===== config.mk =====
export PLATFORM = sky130hd
export DESIGN_NAME = dmem_arbiter
export DESIGN_NICKNAME = d
export VERILOG_FILES = /design/src/rtl/dmem_arbiter_pkg.sv /design/src/rtl/dmem_arbiter_sat_counter.sv /design/src/rtl/dmem_arbiter.sv
export SDC_FILE = /design/constraint.sdc
export NUM_CORES = 1
export LEC_CHECK = 0
export ABC_AREA = 1
export BUFFER_PORTS_ARGS = -buffer_cell sky130_fd_sc_hd__buf_4
export CORE_MARGIN = 2
export CORE_UTILIZATION = 47
export CTS_CLUSTER_SIZE = 12
export DETAILED_ROUTE_END_ITERATION = 10
export GPL_ROUTABILITY_DRIVEN = 0
export PLACE_DENSITY = 0.77
export SYNTH_ARGS = -nofsm -noshare
export SYNTH_HDL_FRONTEND = slang
export SYNTH_SLANG_ARGS = --single-unit

===== constraint.sdc =====
create_clock -name clk -period 1.93 [get_ports clk]
set_input_delay 0 -clock clk [delete_from_list [all_inputs] [get_ports clk]]
set_output_delay 0 -clock clk [all_outputs]
set_load 0.02 [all_outputs]

===== src/rtl/dmem_arbiter_pkg.sv =====
// Shared types and default widths for the data-memory arbiter between the CPU port and the host port.
package dmem_arb_pkg;

  localparam int unsigned ADDR_W_DEF    = 4;
  localparam int unsigned DATA_W_DEF    = 8;
  localparam int unsigned MAX_BURST_DEF = 4;
  localparam int unsigned CNT_W_DEF     = 16;

  typedef enum logic [1:0] {
    OWN_IDLE = 2'd0,
    OWN_CPU  = 2'd1,
    OWN_HOST = 2'd2
  } owner_e;

  typedef enum logic {
    RR_CPU  = 1'b0,
    RR_HOST = 1'b1
  } rr_e;

endpackage


===== src/rtl/dmem_arbiter_sat_counter.sv =====
// Up-counter with synchronous clear that sticks at all-ones instead of wrapping.
module sat_counter #(
  parameter int unsigned W = 16
) (
  input  logic         clk,
  input  logic         clr,
  input  logic         inc,
  output logic [W-1:0] count
);

  localparam logic [W-1:0] CNT_MAX = '1;

  always_ff @(posedge clk) begin
    if (clr) begin
      count <= '0;
    end else if (inc && (count != CNT_MAX)) begin
      count <= count + W'(1);
    end
  end

endmodule


===== src/rtl/dmem_arbiter.sv =====
// Shares the single data memory between the CPU load/store port and the host port.
// Round-robin on contention; a locking host may hold the memory for a bounded burst.
module dmem_arbiter
  import dmem_arb_pkg::*;
#(
  parameter int unsigned ADDR_W    = ADDR_W_DEF,
  parameter int unsigned DATA_W    = DATA_W_DEF,
  parameter int unsigned MAX_BURST = MAX_BURST_DEF,
  parameter int unsigned CNT_W     = CNT_W_DEF
) (
  input  logic              clk,
  input  logic              reset,
  input  logic              cpu_req,
  input  logic              cpu_we,
  input  logic [ADDR_W-1:0] cpu_addr,
  input  logic [DATA_W-1:0] cpu_wdata,
  output logic [DATA_W-1:0] cpu_rdata,
  output logic              cpu_stall,
  input  logic              host_req,
  input  logic              host_we,
  input  logic              host_lock,
  input  logic [ADDR_W-1:0] host_addr,
  input  logic [DATA_W-1:0] host_wdata,
  output logic              host_gnt,
  output logic              host_rvalid,
  output logic [DATA_W-1:0] host_rdata,
  output logic              mem_we,
  output logic [ADDR_W-1:0] mem_addr,
  output logic [DATA_W-1:0] mem_wdata,
  input  logic [DATA_W-1:0] mem_rdata,
  output logic [CNT_W-1:0]  stall_cnt
);

  localparam int unsigned         BURST_W   = $clog2(MAX_BURST + 1);
  localparam logic [BURST_W-1:0] BURST_MAX = BURST_W'(MAX_BURST);

  owner_e             owner_q, owner_d;
  rr_e                last_rr_q, last_rr_d;
  logic [BURST_W-1:0] burst_q, burst_d;
  logic               cpu_gnt;
  logic               lock_hold;
  logic               host_rd;

  // Grant decision plus next owner / round-robin / burst state.
  always_comb begin
    cpu_gnt   = 1'b0;
    host_gnt  = 1'b0;
    owner_d   = OWN_IDLE;
    last_rr_d = last_rr_q;
    burst_d   = '0;
    lock_hold = (owner_q == OWN_HOST) && host_req && host_lock &&
                ((burst_q < BURST_MAX) || !cpu_req);

    if (!reset) begin
      if (lock_hold) begin
        host_gnt = 1'b1;
      end else if (cpu_req && host_req) begin
        if (last_rr_q == RR_HOST) begin
          cpu_gnt   = 1'b1;
          last_rr_d = RR_CPU;
        end else begin
          host_gnt  = 1'b1;
          last_rr_d = RR_HOST;
        end
      end else begin
        cpu_gnt  = cpu_req;
        host_gnt = host_req;
      end
    end

    if (host_gnt) begin
      owner_d = OWN_HOST;
      if (owner_q != OWN_HOST) begin
        burst_d = BURST_W'(1);
      end else if (burst_q < BURST_MAX) begin
        burst_d = burst_q + BURST_W'(1);
      end else begin
        burst_d = burst_q;
      end
    end else if (cpu_gnt) begin
      owner_d = OWN_CPU;
    end
  end

  // Memory-side mux; idle cycles drive zeros so nothing is written.
  always_comb begin
    mem_we    = 1'b0;
    mem_addr  = '0;
    mem_wdata = '0;
    if (cpu_gnt) begin
      mem_we    = cpu_we;
      mem_addr  = cpu_addr;
      mem_wdata = cpu_wdata;
    end else if (host_gnt) begin
      mem_we    = host_we;
      mem_addr  = host_addr;
      mem_wdata = host_wdata;
    end
  end

  assign cpu_rdata = cpu_gnt ? mem_rdata : '0;
  assign cpu_stall = cpu_req && !cpu_gnt && !reset;
  assign host_rd   = host_gnt && !host_we;

  always_ff @(posedge clk) begin
    if (reset) begin
      owner_q     <= OWN_IDLE;
      last_rr_q   <= RR_HOST;
      burst_q     <= '0;
      host_rvalid <= 1'b0;
      host_rdata  <= '0;
    end else begin
      owner_q     <= owner_d;
      last_rr_q   <= last_rr_d;
      burst_q     <= burst_d;
      host_rvalid <= host_rd;
      if (host_rd) begin
        host_rdata <= mem_rdata;
      end
    end
  end

  sat_counter #(
    .W (CNT_W)
  ) u_stall_cnt (
    .clk   (clk),
    .clr   (reset),
    .inc   (cpu_stall),
    .count (stall_cnt)
  );

endmodule


# Yosys cells after proc, flatten, opt, wreduce, memory -nomap -nowiden
# Index checks and enable logic that the tools add are counted.
# classes
add_sub_neg	2
mul	0
div_mod_pow	0
magnitude_cmp	1
eq_ne	3
n_shift	0
mux	19
n_bitwise	2
reduce_logical	18
# ops
op	n
$mux 8	3
$add 16x1->16 const B	1
$ne 16x16->1 const B	1
$mux 1	13
$logic_and 1x1->1	8
$mux 4	2
$logic_not 1->1	4
$reduce_or 2->1	2
$add 3x1->3 const B	1
$lt 3x3->1 const B	1
$reduce_or 3->1	1
$eq 2x2->1 const B	1
$mux 2	1
$ne 2x2->1 const B	1
$not 1->1	2
$reduce_and 2->1	1
$reduce_bool 2->1	1
$logic_or 1x1->1	1
# word_totals
reg_bits	31
latch_bits	0
mem_bits_rw	0
rom_bits	0
input_bits	39
word_cells	53
mem_count	0

# Logic depth before layout (Yosys ltp)
# logic_depth
ltp_word	10
depth_mapped	10
ltp_nobuf	8

# Cells and area by module
# From an unflattened synthesis, not the netlist that was laid out.
# unflattened
hier_cells	301
area_unflattened_um2	1895.6
# modules_own_cells
module	instances	cells_per_inst	area_per_inst_um2	seq_area_each_um2
dmem_arbiter	1	152	965.9	300.3
sat_counter	1	149	929.6	320.3

# Worst setup path before layout
# Ideal clock, no wire load.
# synth_path
kind	flip-flop to flip-flop
from	register u_stall_cnt.count[0]
to	register u_stall_cnt.count[5]
setup_time_ns	0.143
arrival_ns	1.539
required_ns	1.787
path_slack_ns	0.247
path_stages_with_launch	10
cell_sequence	dfxtp_1 ha_1 nand3_2 inv_2 nand2_1 nor2_2 nor2_4 buf_6 nand2_1 a21oi_2
# synth_between
elab_chain_len	2
elab_cells_between_ends	3
classes_between	1 x add/sub; 1 x eq/ne; 1 x reduce/logical
# synth_rtl
element	line	text
from (decl)	dmem_arbiter_sat_counter.sv:8	output logic [W-1:0] count
from (signal assigned)	dmem_arbiter_sat_counter.sv:17	count <= count + W'(1);
branches (longest 2 deep; another with $add 16x1->16)	-	
# Parallel ways; which one is timed is not known.
# A chain may end at the register's enable or synchronous reset.

# Worst setup path after layout
# layout_path
from	register owner_q[1]
to	output mem_wdata[5]
# layout_between
elab_chain_len	8
elab_cells_between_ends	10
classes_between	1 x eq/ne; 6 x mux; 3 x reduce/logical
# layout_rtl
element	line	text
from (decl)	dmem_arbiter.sv:37	owner_e owner_q, owner_d;
from (signal assigned)	dmem_arbiter.sv:113	owner_q <= owner_d;
$eq 2x2->1 (*)	dmem_arbiter.sv:51	lock_hold = (owner_q == OWN_HOST) && host_req && host_lock &&
$logic_and 1x1->1 (*) (3 in a row)	dmem_arbiter.sv:51	
$mux 1	dmem_arbiter.sv:55	if (lock_hold) begin
$mux 1	dmem_arbiter.sv:54	if (!reset) begin
$mux 8	dmem_arbiter.sv:94	end else if (host_gnt) begin
$mux 8 (*)	dmem_arbiter.sv:90	if (cpu_gnt) begin
to (decl)	dmem_arbiter.sv:29	output logic [DATA_W-1:0] mem_wdata,
# Every way passes the cells marked *; elsewhere a longest branch is shown, timed or not.

==> metrics.txt <==
Layout Cells excl Fill between 400 and 500; top cell type's share of synthesized area 0.330; crit-path max cell delay 310 ps; DR pass1 iterations 4; dominant synthesized flop cell dfxtp_1; Clock Power Share 0.334; initial antenna violation count 0; largest family of logic cells by synthesized area simple AND/OR/NAND/NOR gates; synthesis-to-finish area growth 38.7%; final WL 4880 µm; postcts setup bufs 0; Critical Path RT 1930 ps; Max Fclk 577 MHz; CP max stage cell dfxtp_1; Worst R2R End u_stall_cnt.count[14]$_SDFFE_PP0P_; library cells used by synthesis 30; Post-route DRC 0; Setup crit end kind output pin; top cell type by total area after synthesis dfxtp_1; drt wl/cell about 12 µm; Overflow after GRT 0; P_sw just over 400 µW; mux share of post-synthesis cell area 0.00533; Synth Area in Compound Gates 0.159; failing checks negative hold slack; flop2flop setup slack 230 ps; Total GRT Usage 0.230; clock skew 4.92 ps; drt initial violations 71; via count 1952; switching share of power 0.277; EDFF count, synth 0; Mapped Area 1880 µm²; Critical Path Source Type register; overall die height about 67 µm; Finished Cell Area 2610 µm²; CORE AREA about 3700 µm²; post-synthesis adder-cell area fraction 0.0133; cell with the most instances after synthesis nand2_1; WP buf/inv 3; Post-Synthesis Cells 268; WHS -3.48 ps; Max clock buf depth 2; Logic pwr share 0.204; max-slew violation count 0; CP top delay family simple AND/OR/NAND/NOR gates; hpwl dp around 3800 µm; final worst path period share 0.899; Vias/cell 4.84; worst slew pin tran 393 ps; CP max FO 14; kind of critical path register to output pin; CTS resizes 0; register bit count reported by yosys 31; async set or reset register ratio after synthesis 0; vias in the first global route 1789; Clock Latency Late Sink 280 ps; fillers 347; Worst setup startpoint owner_q[1]$_SDFF_PP0_; Routed Antenna Nets 0; Crit path arrival time 1730 ps; syn_area_per_cell 7.01 µm²; R2R depth 8; Worst-path clk slew 60 ps; fin worst setup slack just under 200 ps; Die Area approximately 4500 µm²; total negative slack 0 ps; layout cell share with drive strength beyond 1 0.344; Row Count 22; top post-synthesis cells by area dfxtp_1 33%, nand2_1 14%, nor2_1 6.2%; Syn Nets 309; CTS Sinks 31; min Tclk post-route 1730 ps; PortBufs 86; IO Pins slightly below 90; clk root buf clkbuf_8; die width 67.2 µm; Synth Area in XOR/XNOR 0.0326; # diodes 0; Crit Reg-Reg Startpoint owner_q[1]$_SDFF_PP0_; Num CTS Buffers 5; Pleak 0.00122 µW; RSZ-0062 raised after global routing no; Slew headroom 0.737; worst-path cell chain inv_1, nor2_2, nand3b_4, nand2_2, inv_2, a22o_1, buf_4; largest net degree at the start of global routing 18; crit path to mem_wdata[5]; placed cells about 390; most instantiated cells after synthesis 70 x nand2_1, 31 x dfxtp_1, 31 x nor2_1; placed cell areas 2510 µm²; CP Depth 7; Hold Vio Cnt, Final 2; Seq/Total Area, Yosys 0.330; Initial Util 0.502; worst min-delay path category primary input to register; status finished, violations left; first-pass GRT wire length 7980 µm; MaxCap Viol Count 0; final setup fails 0; Synth Area in Simple Gates 0.348; # H-tree levels 2; nets@finish 395; yosys synthesis warning count 0; VDD IR max 0.000543 V; P_int roughly 1000 µW; PD cells 556 nW/µm²; CTS tree yes; Placement Setup Slack between 200 and 250 ps; Seq pwr share 0.462; hold_buf cts 1
-- cells by family after synthesis --
family,Yosys count
AO/OA/AOI/OAI,41
XOR/XNOR,7
adder cells (fa/ha/maj),2
buffers and inverters,43
flip-flops,31
multiplexers,1
AND/OR/NAND/NOR,143
-- layout by cell type (no fill, tap or decap), drive strengths merged --
cell type    synthesis  routed
a21oi               17      17
a22o                12      12
buf                  8      88
clkbuf               2       7
clkinv               1       2
dfxtp               31      31
dlygate4sd3          0       1
ha                   2       2
inv                 32      32
mux2i                1       1
nand2               75      75
nand3               22      22
nand3b               1       1
nand4                6       6
nor2                37      37
nor3                 2       2
o21ai               12      12
xnor2                4       4
xor2                 3       3
-- cell type report --
class	count	area (µm²)	share of cell area
Multi-Input combinational cell	194	1050	0.402
Clock inverter	1	5.00	0.00192
Clock buffer	7	76.3	0.0293
Timing Repair Buffer	89	671	0.257
Sequential cell	31	621	0.238
Tap cell	48	60.1	0.0230
Inverter	33	125	0.0480
-- worst min-delay path by stage --
stage | startpoint | to | slack (ps) | cells past startpoint
3_5_place_dp | mem_rdata[1] | host_rdata[1]$_SDFFE_PP0P_ | 290 | 3
2_1_floorplan | mem_rdata[0] | cpu_rdata[0] | 140 | 2
4_1_cts | mem_rdata[1] | host_rdata[1]$_SDFFE_PP0P_ | 0.5 | 3
3_3_place_gp | mem_rdata[4] | host_rdata[4]$_SDFFE_PP0P_ | 270 | 3
6_report | mem_rdata[3] | host_rdata[3]$_SDFFE_PP0P_ | -3 | 3
5_1_grt | mem_rdata[1] | host_rdata[1]$_SDFFE_PP0P_ | 20 | 3
-- metal layers --
layer | up-vias | global-route usage | share of wire
li1 | 1030 | - | -
met1 | 875 | 0.297 | 0.46
met2 | 40 | 0.371 | 0.48
met3 | 7 | 0.0667 | 0.050
met4 | 0 | 0.0689 | 0.013
met5 | - | 0 | 0
-- worst register-to-register path, stage by stage (launching register included) --
cell      delay, ps
dfxtp_1         310
inv_1            40
nor2_2          140
nand3b_4        130
nand2_2         240
nand2_1         160
nor2_4          350
nand2_1         100
a21oi_1         150
-- metrics by stage --
step	hold WS [ps]	power, µW	util
3_3_place_gp	272	976	0.672
2_1_floorplan	136	845	-
5_1_grt	15.5	1510	0.696
4_1_cts	0.467	1460	0.696
6_report	-3.48	1450	0.696
3_5_place_dp	288	978	0.672
-- state kept, by name, indices dropped and copies added (netlist names) --
signal             cells
burst_q                3
host_rdata             8
host_rvalid            1
last_rr_q              1
owner_q                2
u_stall_cnt.count     16
-- power by group through the flow --
stage / combinational [µW] / clock [µW] / sequential [µW]
CTS: 297 / 495 / 670
finish: 295 / 484 / 671
global route: 319 / 523 / 673
floorplan: 149 / 0 / 697
detailed placement: 294 / 0 / 684
global placement: 293 / 0 / 683
Note: power is estimated with default switching activity, not from simulation.
